`src/rtl/usb_pkg.sv`:
```
`default_nettype none
// ============================================================================
//  Module      : usb_pkg
//  Description : PIDs, engine states and default limits shared by the host
//                USB transaction engine.
//  Revision    : 1.0 - initial release
// ============================================================================
package usb_pkg;

    typedef enum logic [3:0] {
        PID_OUT   = 4'b0001,
        PID_IN    = 4'b1001,
        PID_DATA0 = 4'b0011,
        PID_ACK   = 4'b0010,
        PID_NAK   = 4'b1010,
        PID_STALL = 4'b1110
    } pid_t;

    typedef enum logic [2:0] {
        ST_IDLE      = 3'd0,
        ST_TOKEN     = 3'd1,
        ST_DATA      = 3'd2,
        ST_WAIT_HS   = 3'd3,
        ST_WAIT_DATA = 3'd4,
        ST_SEND_ACK  = 3'd5,
        ST_SEND_NAK  = 3'd6,
        ST_FAIL      = 3'd7
    } state_t;

    localparam int c_def_timeout   = 255;
    localparam int c_def_max_retry = 8;

    function automatic logic is_send_state(input state_t s);
        return (s == ST_TOKEN) || (s == ST_DATA) ||
               (s == ST_SEND_ACK) || (s == ST_SEND_NAK);
    endfunction

endpackage
`default_nettype wire

```
`src/rtl/usb_protocol_fsm_if.sv`:
```
`default_nettype none
// ============================================================================
//  Module      : usb_protocol_fsm_if
//  Description : Request/response bus to the R/W FSM plus the packet-layer
//                bus, seen from the transaction engine (master) and its
//                environment (slave).
//  Revision    : 1.0 - initial release
// ============================================================================
interface usb_protocol_fsm_if;

    // upstream request / response
    logic        input_ready;
    logic        send_in;
    logic [6:0]  addr;
    logic [3:0]  endp;
    logic [63:0] data_down;
    logic        free;
    logic        bad;
    logic        recv_ready;
    logic [63:0] data_up;

    // downstream packet layer
    logic        pkt_send;
    logic [3:0]  pkt_pid;
    logic [6:0]  pkt_addr;
    logic [3:0]  pkt_endp;
    logic [63:0] pkt_data;
    logic        pkt_sent;
    logic        pkt_rcvd;
    logic [3:0]  rx_pid;
    logic [63:0] rx_data;
    logic        rx_crc_ok;

    modport master (
        input  input_ready, send_in, addr, endp, data_down,
        input  pkt_sent, pkt_rcvd, rx_pid, rx_data, rx_crc_ok,
        output free, bad, recv_ready, data_up,
        output pkt_send, pkt_pid, pkt_addr, pkt_endp, pkt_data
    );

    modport slave (
        output input_ready, send_in, addr, endp, data_down,
        output pkt_sent, pkt_rcvd, rx_pid, rx_data, rx_crc_ok,
        input  free, bad, recv_ready, data_up,
        input  pkt_send, pkt_pid, pkt_addr, pkt_endp, pkt_data
    );

endinterface
`default_nettype wire

```
`src/rtl/usb_timeout_timer.sv`:
```
`default_nettype none
// ============================================================================
//  Module      : usb_timeout_timer
//  Description : Device-response timer; expired flags the TIMEOUT-th cycle
//                of waiting since the last clear.
//  Revision    : 1.0 - initial release
// ============================================================================
module usb_timeout_timer #(
    parameter int TIMEOUT = usb_pkg::c_def_timeout
) (
    input  wire logic clk,
    input  wire logic rst_L,
    input  wire logic clear,
    input  wire logic enable,
    output logic      expired
);

    localparam int             c_w    = (TIMEOUT > 1) ? $clog2(TIMEOUT) : 1;
    localparam logic [c_w-1:0] c_last = c_w'(TIMEOUT - 1);

    logic [c_w-1:0] r_count;

    // saturates at the terminal value so a stalled enable cannot wrap
    always_ff @(posedge clk or negedge rst_L) begin
        if (!rst_L) begin
            r_count <= '0;
        end else if (clear) begin
            r_count <= '0;
        end else if (enable && (r_count != c_last)) begin
            r_count <= r_count + c_w'(1);
        end
    end

    assign expired = enable && (r_count == c_last);

endmodule
`default_nettype wire

```
`src/rtl/usb_protocol_fsm.sv`:
```
`default_nettype none
// ============================================================================
//  Module      : usb_protocol_fsm
//  Description : Host-side USB transaction engine: sequences token, data and
//                handshake packets with timeout, NAK and retry handling.
//  Revision    : 1.0 - initial release
// ============================================================================
module usb_protocol_fsm
    import usb_pkg::*;
#(
    parameter int TIMEOUT   = c_def_timeout,
    parameter int MAX_RETRY = c_def_max_retry
) (
    input  wire logic          clk,
    input  wire logic          rst_L,
    usb_protocol_fsm_if.master bus
);

    localparam int              c_aw        = $clog2(MAX_RETRY + 1);
    localparam logic [c_aw-1:0] c_max_retry = c_aw'(MAX_RETRY);

    state_t          r_state;
    state_t          w_state_nxt;
    logic            w_accept;
    logic            w_attempt_fail;
    logic            w_rx_good;
    logic            w_send_entry;
    logic            w_is_in;
    logic [3:0]      w_pid_nxt;
    logic            w_waiting;
    logic            w_timer_clear;
    logic            w_expired;

    logic [c_aw-1:0] r_attempt;
    logic            r_send_in;
    logic [6:0]      r_addr;
    logic [3:0]      r_endp;
    logic [63:0]     r_data;
    logic [63:0]     r_data_up;
    logic            r_recv_ready;
    logic            r_pkt_send;
    logic [3:0]      r_pkt_pid;

    assign w_waiting     = (r_state == ST_WAIT_HS) || (r_state == ST_WAIT_DATA);
    assign w_timer_clear = !w_waiting &&
                           ((w_state_nxt == ST_WAIT_HS) || (w_state_nxt == ST_WAIT_DATA));

    usb_timeout_timer #(
        .TIMEOUT (TIMEOUT)
    ) u_timer (
        .clk     (clk),
        .rst_L   (rst_L),
        .clear   (w_timer_clear),
        .enable  (w_waiting),
        .expired (w_expired)
    );

    always_ff @(posedge clk or negedge rst_L) begin
        if (!rst_L) begin
            r_state <= ST_IDLE;
        end else begin
            r_state <= w_state_nxt;
        end
    end

    always_comb begin
        w_state_nxt    = r_state;
        w_accept       = 1'b0;
        w_attempt_fail = 1'b0;
        w_rx_good      = 1'b0;
        w_send_entry   = 1'b0;
        w_pid_nxt      = r_pkt_pid;
        w_is_in        = (r_state == ST_IDLE) ? bus.send_in : r_send_in;

        case (r_state)
            ST_IDLE: begin
                if (bus.input_ready) begin
                    w_accept    = 1'b1;
                    w_state_nxt = ST_TOKEN;
                end
            end
            ST_TOKEN: begin
                if (bus.pkt_sent) begin
                    w_state_nxt = r_send_in ? ST_WAIT_DATA : ST_DATA;
                end
            end
            ST_DATA: begin
                if (bus.pkt_sent) begin
                    w_state_nxt = ST_WAIT_HS;
                end
            end
            ST_WAIT_HS: begin
                // a reception in the expiry cycle takes priority over the timeout
                if (bus.pkt_rcvd) begin
                    if ((bus.rx_pid == PID_ACK) && bus.rx_crc_ok) begin
                        w_state_nxt = ST_IDLE;
                    end else begin
                        w_attempt_fail = 1'b1;
                    end
                end else if (w_expired) begin
                    w_attempt_fail = 1'b1;
                end
            end
            ST_WAIT_DATA: begin
                if (bus.pkt_rcvd) begin
                    if (bus.rx_pid == PID_DATA0) begin
                        if (bus.rx_crc_ok) begin
                            w_rx_good   = 1'b1;
                            w_state_nxt = ST_SEND_ACK;
                        end else begin
                            w_state_nxt = ST_SEND_NAK;
                        end
                    end else begin
                        w_attempt_fail = 1'b1;
                    end
                end else if (w_expired) begin
                    w_attempt_fail = 1'b1;
                end
            end
            ST_SEND_ACK: begin
                if (bus.pkt_sent) begin
                    w_state_nxt = ST_IDLE;
                end
            end
            ST_SEND_NAK: begin
                if (bus.pkt_sent) begin
                    w_attempt_fail = 1'b1;
                end
            end
            ST_FAIL: begin
                w_state_nxt = ST_IDLE;
            end
            default: begin
                w_state_nxt = ST_IDLE;
            end
        endcase

        if (w_attempt_fail) begin
            w_state_nxt = (r_attempt < c_max_retry) ? ST_TOKEN : ST_FAIL;
        end

        w_send_entry = (w_state_nxt != r_state) && is_send_state(w_state_nxt);

        if (w_send_entry) begin
            case (w_state_nxt)
                ST_TOKEN:    w_pid_nxt = w_is_in ? PID_IN : PID_OUT;
                ST_DATA:     w_pid_nxt = PID_DATA0;
                ST_SEND_ACK: w_pid_nxt = PID_ACK;
                ST_SEND_NAK: w_pid_nxt = PID_NAK;
                default:     w_pid_nxt = r_pkt_pid;
            endcase
        end
    end

    always_ff @(posedge clk or negedge rst_L) begin
        if (!rst_L) begin
            r_attempt    <= '0;
            r_send_in    <= 1'b0;
            r_addr       <= '0;
            r_endp       <= '0;
            r_data       <= '0;
            r_data_up    <= '0;
            r_recv_ready <= 1'b0;
            r_pkt_send   <= 1'b0;
            r_pkt_pid    <= '0;
        end else begin
            if (w_accept) begin
                r_attempt <= c_aw'(1);
                r_send_in <= bus.send_in;
                r_addr    <= bus.addr;
                r_endp    <= bus.endp;
                r_data    <= bus.data_down;
            end else if (w_attempt_fail && (r_attempt < c_max_retry)) begin
                r_attempt <= r_attempt + c_aw'(1);
            end

            if (w_rx_good) begin
                r_data_up <= bus.rx_data;
            end

            r_recv_ready <= (r_state == ST_SEND_ACK) && bus.pkt_sent;
            r_pkt_send   <= w_send_entry;
            r_pkt_pid    <= w_pid_nxt;
        end
    end

    // request fields are held for the whole transaction, so they feed the packet layer directly
    assign bus.free       = (r_state == ST_IDLE);
    assign bus.bad        = (r_state == ST_FAIL);
    assign bus.recv_ready = r_recv_ready;
    assign bus.data_up    = r_data_up;
    assign bus.pkt_send   = r_pkt_send;
    assign bus.pkt_pid    = r_pkt_pid;
    assign bus.pkt_addr   = r_addr;
    assign bus.pkt_endp   = r_endp;
    assign bus.pkt_data   = r_data;

endmodule
`default_nettype wire

```
`src/flat_wrapper.sv`:
```
// flat-port wrapper written by rule: the top's interface ports become plain ports
module usb_protocol_fsm_flat import usb_pkg::*;
#(
    parameter int TIMEOUT   = c_def_timeout,
    parameter int MAX_RETRY = c_def_max_retry
)
  (clk, rst_L, bus_input_ready, bus_send_in, bus_addr, bus_endp, bus_data_down, bus_pkt_sent, bus_pkt_rcvd, bus_rx_pid, bus_rx_data, bus_rx_crc_ok, bus_free, bus_bad, bus_recv_ready, bus_data_up, bus_pkt_send, bus_pkt_pid, bus_pkt_addr, bus_pkt_endp, bus_pkt_data);
  usb_protocol_fsm_if bus_i ();
  input  wire logic clk;
  input  wire logic rst_L;
  input wire logic [$bits(bus_i.input_ready)-1:0] bus_input_ready;
  input wire logic [$bits(bus_i.send_in)-1:0] bus_send_in;
  input wire logic [$bits(bus_i.addr)-1:0] bus_addr;
  input wire logic [$bits(bus_i.endp)-1:0] bus_endp;
  input wire logic [$bits(bus_i.data_down)-1:0] bus_data_down;
  input wire logic [$bits(bus_i.pkt_sent)-1:0] bus_pkt_sent;
  input wire logic [$bits(bus_i.pkt_rcvd)-1:0] bus_pkt_rcvd;
  input wire logic [$bits(bus_i.rx_pid)-1:0] bus_rx_pid;
  input wire logic [$bits(bus_i.rx_data)-1:0] bus_rx_data;
  input wire logic [$bits(bus_i.rx_crc_ok)-1:0] bus_rx_crc_ok;
  output wire logic [$bits(bus_i.free)-1:0] bus_free;
  output wire logic [$bits(bus_i.bad)-1:0] bus_bad;
  output wire logic [$bits(bus_i.recv_ready)-1:0] bus_recv_ready;
  output wire logic [$bits(bus_i.data_up)-1:0] bus_data_up;
  output wire logic [$bits(bus_i.pkt_send)-1:0] bus_pkt_send;
  output wire logic [$bits(bus_i.pkt_pid)-1:0] bus_pkt_pid;
  output wire logic [$bits(bus_i.pkt_addr)-1:0] bus_pkt_addr;
  output wire logic [$bits(bus_i.pkt_endp)-1:0] bus_pkt_endp;
  output wire logic [$bits(bus_i.pkt_data)-1:0] bus_pkt_data;
  assign bus_i.input_ready = bus_input_ready;
  assign bus_i.send_in = bus_send_in;
  assign bus_i.addr = bus_addr;
  assign bus_i.endp = bus_endp;
  assign bus_i.data_down = bus_data_down;
  assign bus_i.pkt_sent = bus_pkt_sent;
  assign bus_i.pkt_rcvd = bus_pkt_rcvd;
  assign bus_i.rx_pid = bus_rx_pid;
  assign bus_i.rx_data = bus_rx_data;
  assign bus_i.rx_crc_ok = bus_rx_crc_ok;
  assign bus_free = bus_i.free;
  assign bus_bad = bus_i.bad;
  assign bus_recv_ready = bus_i.recv_ready;
  assign bus_data_up = bus_i.data_up;
  assign bus_pkt_send = bus_i.pkt_send;
  assign bus_pkt_pid = bus_i.pkt_pid;
  assign bus_pkt_addr = bus_i.pkt_addr;
  assign bus_pkt_endp = bus_i.pkt_endp;
  assign bus_pkt_data = bus_i.pkt_data;
  usb_protocol_fsm #(.TIMEOUT(TIMEOUT), .MAX_RETRY(MAX_RETRY)) u_core (.clk(clk), .rst_L(rst_L), .bus(bus_i));
endmodule
```
`config.mk`:
```
export PLATFORM = sky130hd
export DESIGN_NAME = usb_protocol_fsm_flat
export DESIGN_NICKNAME = d
export VERILOG_FILES = /design/src/rtl/usb_pkg.sv /design/src/rtl/usb_protocol_fsm_if.sv /design/src/rtl/usb_timeout_timer.sv /design/src/rtl/usb_protocol_fsm.sv /design/src/flat_wrapper.sv
export SDC_FILE = /design/constraint.sdc
export NUM_CORES = 1
export LEC_CHECK = 0
export CORE_MARGIN = 8
export CORE_UTILIZATION = 45
export DETAILED_ROUTE_END_ITERATION = 7
export GPL_TIMING_DRIVEN = 0
export HOLD_SLACK_MARGIN = 0.06
export MAX_ROUTING_LAYER = met4
export PLACE_DENSITY_LB_ADDON = 0.25
export SYNTH_ARGS = -nofsm -noshare
export SYNTH_HDL_FRONTEND = slang
export SYNTH_SLANG_ARGS = --single-unit
```
`constraint.sdc`:
```
create_clock -name clk -period 4.8 [get_ports clk]
set_input_delay 0.96 -clock clk [delete_from_list [all_inputs] [get_ports clk]]
set_output_delay 0.96 -clock clk [all_outputs]
set_load 0.05 [all_outputs]
```
==> After elaboration in Yosys (flattened, before gate mapping) <==
Index checks and enable logic that the tools add are counted.
{ "word_totals": {"regBits": 161, "in_bits": 150, "output_inout_bits": 147} }
{ "op_classes": {"n_addsub": 2, "n_lt_le_gt_ge": 1, "eq_ne": 18, "mux": 33, "reduce_logical": 18} }
{ "ops": {"columns": ["op", "n"], "rows": [
  ["$mux 3", 11],
  ["$eq 3x3->1 const B", 7],
  ["$pmux 3 s7", 1],
  ["$mux 8", 2],
  ["$pmux 4 s4", 1],
  ["$mux 1", 13],
  ["$eq 3x2->1 const B", 4],
  ["$mux 4", 3],
  ["$add 8x1->8 const B", 1],
  ["$eq 4x2->1 const B", 2],
  ["$eq 8x8->1 const B", 1],
  ["$ne 8x8->1 const B", 1],
  ["$logic_and 1x1->1", 7],
  ["$eq 3x1->1 const B", 2],
  ["$logic_or 1x1->1", 5],
  ["$add 4x1->4 const B", 1],
  ["$lt 4x4->1 const B", 1],
  ["$reduce_bool 2->1", 2],
  ["$reduce_bool 4->1", 1],
  ["$logic_not 3->1", 1],
  ["$ne 3x3->1", 1],
  ["$pmux 1 s3", 1],
  ["$mux 2", 1],
  ["$reduce_and 2->1", 1],
  ["$logic_not 1->1", 1]
]} }

==> Longest topological paths before layout <==
{ "logic_depth": {"ltp_word": 13, "depth_mapped": 12} }

==> Hierarchy <==
A second synthesis with hierarchy kept.
{ "unflattened": {"cells_unflattened": 444, "area_unflattened_um2": 6615.1} }
{ "by_module_without_submodules": {"columns": ["module", "n_inst", "cells_per_inst", "area_each_um2", "seq_area_each_um2"], "rows": [
  ["usb_protocol_fsm", 1, 397, 6115.9, 3803.6],
  ["usb_timeout_timer", 1, 47, 499.2, 200.2]
]} }

==> Worst setup path before layout <==
OpenSTA, ideal clock, no wires.
{ "synth_path": {"path_type": "register to register", "startpoint": "register u_core.r_state[1]", "endpoint": "register u_core.r_data[57], in the netlist u_core.bus.pkt_data[57]", "arrival_time_ps": 3006, "slack_ps": 1669, "stages_incl_launch_ff": 8, "path_buffers": 4, "synth_period_minus_slack_ps": 3131, "path_cell_list": "dfrtp_1 > buf_6 > clkbuf_1 > nor3_1 > and2_1 > clkbuf_1 > clkbuf_1 > mux2_2"} }
{ "synth_via": {"elab_chain_cells": 2} }
{ "synth_rtl": {"columns": ["element", "line", "text"], "rows": [
  ["from (decl)", "usb_protocol_fsm.sv:22", "state_t r_state;"],
  ["from (signal assigned)", "usb_protocol_fsm.sv:62", "r_state <= w_state_nxt;"],
  ["$logic_not 3->1", null, null],
  ["via bus_free", "flat_wrapper.sv:21", "output wire logic [$bits(bus_i.free)-1:0] bus_free;"],
  ["$mux 1", "usb_protocol_fsm.sv:75", "case (r_state)"],
  ["to (signal assigned)", "usb_protocol_fsm.sv:172", "r_data <= bus.data_down;"],
  ["to (decl)", "usb_protocol_fsm.sv:38", "logic [63:0] r_data;"]
]} }
The timed path passes the listed nets, and every way through them passes these cells.
A chain may end at the register's enable or synchronous reset.

==> Worst setup path in the final report <==
{ "layout_path": {"startpoint": "input port bus_pkt_rcvd", "endpoint": "register u_core.u_timer.r_count[0]"} }
{ "layout_via": {"elab_chain_cells": 7, "word_cells_on_any_way": 13, "classes_between": "eq/ne (2); mux (8); reduce/logical (3)"} }
{ "layout_rtl": {"columns": ["element", "line", "text"], "rows": [
  ["from (decl)", "flat_wrapper.sv:17", "input wire logic [$bits(bus_i.pkt_rcvd)-1:0] bus_pkt_rcvd;"],
  ["$mux 3 (tied with other cells)", "usb_protocol_fsm.sv:105", "if (bus.pkt_rcvd) begin"],
  ["$pmux 3 s7 / $pmux 1 s3 (equally long branches)", "usb_protocol_fsm.sv:75", null],
  ["$mux 3 *", "usb_protocol_fsm.sv:138", "if (w_attempt_fail) begin"],
  ["via u_core.w_state_nxt[1]", "usb_protocol_fsm.sv:23", "state_t w_state_nxt;"],
  ["$eq 3x2->1 / $eq 3x3->1 (equally long branches)", "usb_protocol_fsm.sv:46", "((w_state_nxt == ST_WAIT_HS) || (w_state_nxt == ST_WAIT_DATA));"],
  ["$logic_or 1x1->1 *", "usb_protocol_fsm.sv:46", null],
  ["$logic_and 1x1->1 *", "usb_protocol_fsm.sv:45", "assign w_timer_clear = !w_waiting &&"],
  ["$mux 8 / $reduce_bool 2->1 (equally long branches)", null, null],
  ["to (signal assigned)", "usb_timeout_timer.sv:30", "r_count <= r_count + c_w'(1);"],
  ["to (decl)", "usb_timeout_timer.sv:21", "logic [c_w-1:0] r_count;"]
]} }
Mark *: on every way through the listed nets, which the timed path passes. The rest lies on a longest branch.

==> run_results.csv <==
group,metric,value,unit
run_status,outcome,"finished clean",
pwr,comb_power_share,52.3,%
worst_setup_path,worstPathRequired,5.07,ns
routing,vias_per_cell,5.01,
sta,setup_violations,0,
clock_tree,clockRootBuffer,"clkbuf_16",
routing,first_iter_violations,193,
logic_synthesis,synth-compound-area-share,3.54,%
logic_synthesis,syn_nets,588,
routing,dr.pass1.iters,6,
clock_tree,cts.htree.levels,4,
sta,hold_viol,0,
clock_tree,cts_buffer_depth,2,
worst_setup_path,worstPathMaxFanout,8,
sta,fin_crit_sh,71.1,%
pwr,irDropWorstVdd,0.000394,V
worst_setup_path,crit-reg2reg-launch,"u_core.u_timer.r_count[0]$_DFFE_PN0P_",
routing,routed_wl,19.3,mm
floorplan,core,0.0143,mm2
logic_synthesis,synth_commonest_cells,"dfrtp_1 (160), mux2_2 (140), nor2_1 (11), clkbuf_1 (10), nand2_1 (9)",
grt,grt_start_max_net_pins,97,
logic_synthesis,postSynthAreaPerCell,15.1,um2
cells_and_area,fin_nets,903,
routing,routedWlPerCell,20.5,um
clock_tree,cts-resized-gates,0,
logic_synthesis,synth_enable_flop_cells,0,
grt,grt_overflow,0,
clock_tree,cts_tree,"yes",
clock_tree,numCtsBuffers,17,
cells_and_area,layout-drive-gt1-share,26.6,%
routing,drc,0,
clock_tree,holdBufCountCts,0,
pwr,p_int,4.11,mW
grt,grt_pass1_wl,29.8,mm
floorplan,die-area,0.0185,mm2
floorplan,start_util,45.4,%
logic_synthesis,yosys.area_share.simple,4.97,%
worst_setup_path,criticalPathCategory,"in2reg",
grt,grt_pass1_vias,5445,
logic_synthesis,synth_xor_area_share,0.944,%
routing,vias,4726,
sta,finalMaxSlewViolations,0,
sta,max_freq,0.293,GHz
logic_synthesis,ys_seq_area_share,61.6,%
worst_setup_path,arrival,3.69,ns
pwr,p_clk_share,19.1,%
logic_synthesis,synth_top_family_by_area,"multiplexers",
sta,rsz0062_at_grt,"no",
logic_synthesis,synth_top_area_share,61.6,%
logic_synthesis,synth.distinct_cells,51,
clock_tree,cts.sinks,160,
logic_synthesis,async_flop_share,100,%
worst_setup_path,cp-startpoint,"bus_pkt_rcvd",
cells_and_area,design_area,0.0103,mm2
min_path,hold_start,"u_core.bus.data_up[16]$_DFFE_PN0P_",
cells_and_area,layout.cells.non_filler,943,
pwr,switchingPower,3.12,mW
sta,relSlewSlack,41.0,%
placement,post_dp_cell_area,0.00971,mm2
cells_and_area,diodes,0,
routing,drtAntennaViolNets,0,
logic_synthesis,synth-warning-count,0,
clock_tree,clk_pin_slew_worst_paths,0.06,ns
floorplan,die_h,136,um
cells_and_area,multi_input_area,0.00237,mm2
clock_tree,post_cts.repair.setup_buffers,0,
logic_synthesis,syn_inst,431,
worst_setup_path,critPathLaunchType,"input pin",
grt,antenna_found_initial,0,
clock_tree,worstSkewPairLatency,0.42,ns
pwr,switching_share,43.2,%
logic_synthesis,synthAdderAreaFrac,1.35,%
cells_and_area,seqCellArea,0.00400,mm2
cells_and_area,nFillCells,994,
pwr,pwr-share-seq,28.6,%
pwr,p_leak,4.52,nW
placement,place_inst,911,
placement,port_buffers,295,
logic_synthesis,syn-cell-area,0.00650,mm2
placement,gp_congestion,0.833,
placement,dp_hpwl,15.3,mm
logic_synthesis,synth.most_common_cell,"dfrtp_1",
grt,globalRouteTotalUtil,21.9,%
logic_synthesis,ys_top_cells_by_area,"dfrtp_1 (62%), mux2_2 (24%), ha_1 (1.3%), mux2_4 (0.69%), xor2_1 (0.67%)",
pwr,power.density,700,mW/mm2
flow_run,cap_violations,0,
logic_synthesis,synthFlopType,"dfrtp_1",
floorplan,fp.dieW,136,um
floorplan,ios,297,
logic_synthesis,synthMuxAreaShare,25.6,%
cells_and_area,syn_to_final_growth,59.0,%
min_path,hold_class,"reg2reg",
sta,finalClockSkew,0.00682,ns
logic_synthesis,synth_top_area_cell,"dfrtp_1",
worst_setup_path,endpoint_kind,"flip-flop",
sta,period_needed,3.41,ns
logic_synthesis,ys_ff_latch,160,
sta,max_slew.worst_pin.slew,0.885,ns
floorplan,fp-row-count,44,
==> per-layer routing <==
layer	vias to the layer above	GRT usage, %	part of all wire (%)
met5	-	-	0
met2	189	38.1	54
met4	0	7.75	2.0
met3	24	8.54	8.5
met1	2361	22.1	35
li1	2152	-	-
==> critical path: stages <==
cell             delay, ns
clkdlybuf4s50_1       0.55
and4bb_4              0.31
a21boi_4              0.07
nor3_1                0.32
nor2_1                0.20
or2_2                 0.37
inv_1                 0.10
ha_1                  0.15
mux2i_1               0.08
nor3_2                0.40
o21ai_0               0.17
==> cells in the final DEF (no fill, tap or decap), types with 6 or more instances in the layout <==
master,Yosys,final
clkbuf_1,10,10
nor2_1,11,11
dfrtp_1,160,160
clkdlybuf4s50_1,0,294
mux2_2,140,140
ha_1,7,7
buf_2,8,8
clkbuf_16,0,17
nand2_1,9,9
inv_1,6,6
==> through the flow <==
step	hold slack (ns)	worst slack (ns)	util [%]	total power, mW	TNS [ns]
after floorplan	0.492	1.67	-	4.56	0
after global placement	0.487	-3.48	67.6	5.79	-555.28
after detailed placement	0.492	0.981	67.8	5.89	0
after CTS	0.505	1.41	72.2	7.30	0
after global routing	0.511	1.14	72.2	7.54	0
final	0.505	1.39	72.2	7.23	0
==> cells by family (layout without fill, tap and decap cells) <==
group	after synthesis	after routing
flip-flops	160	160
multiplexers	147	147
AND/OR/NAND/NOR	55	55
AO/OA/AOI/OAI	27	27
buffers and inverters	27	355
adder cells (fa/ha/maj)	7	7
XOR/XNOR	7	7
other	1	1
==> state kept, by name (all words and copies together) (netlist names) <==
| signal | cells |
|---|---|
| u_core.bus.pkt_data | 64 |
| u_core.bus.pkt_send | 1 |
| u_core.bus.pkt_addr | 7 |
| u_core.r_state | 3 |
| u_core.r_send_in | 1 |
| u_core.r_attempt | 4 |
| u_core.bus.recv_ready | 1 |
| u_core.bus.pkt_endp | 4 |
| u_core.bus.pkt_pid | 3 |
| u_core.bus.data_up | 64 |
| u_core.u_timer.r_count | 8 |
==> power groups by stage <==
stage	Combinational, mW	Sequential (mW)	Clock (mW)
after floorplan	1.06	3.50	0
after global placement	3.74	2.06	0
after detailed placement	3.80	2.09	0
after CTS	3.82	2.07	1.42
after global routing	3.94	2.13	1.47
final	3.78	2.07	1.38
==> cell type report <==
class                   instances  share of cell area (%)
flip-flops and latches        160                    38.8
repair buffers                296                    28.9
multi-input cells             244                    22.9
clock buffers                  22                    4.78
well taps                     184                    2.23
clock inverters                10                    1.21
plain buffers                  21                    1.01
inverters                       6                   0.218
==> worst paths after layout <==
check / to / slack [ns] / cells past startpoint
min: u_core.bus.data_up[16]$_DFFE_PN0P_ / 0.51 / 1
max in group asynchronous: u_core.u_timer.r_count[0]$_DFFE_PN0P_ / 3.37 / 2
min reg2reg: u_core.bus.data_up[16]$_DFFE_PN0P_ / 0.51 / 1
max: u_core.u_timer.r_count[0]$_DFFE_PN0P_ / 1.39 / 11
max reg2reg: u_core.u_timer.r_count[0]$_DFFE_PN0P_ / 1.97 / 12
min in group asynchronous: u_core.bus.pkt_data[42]$_DFFE_PN0P_ / 0.62 / 1
(Power assumes the default switching activity.)
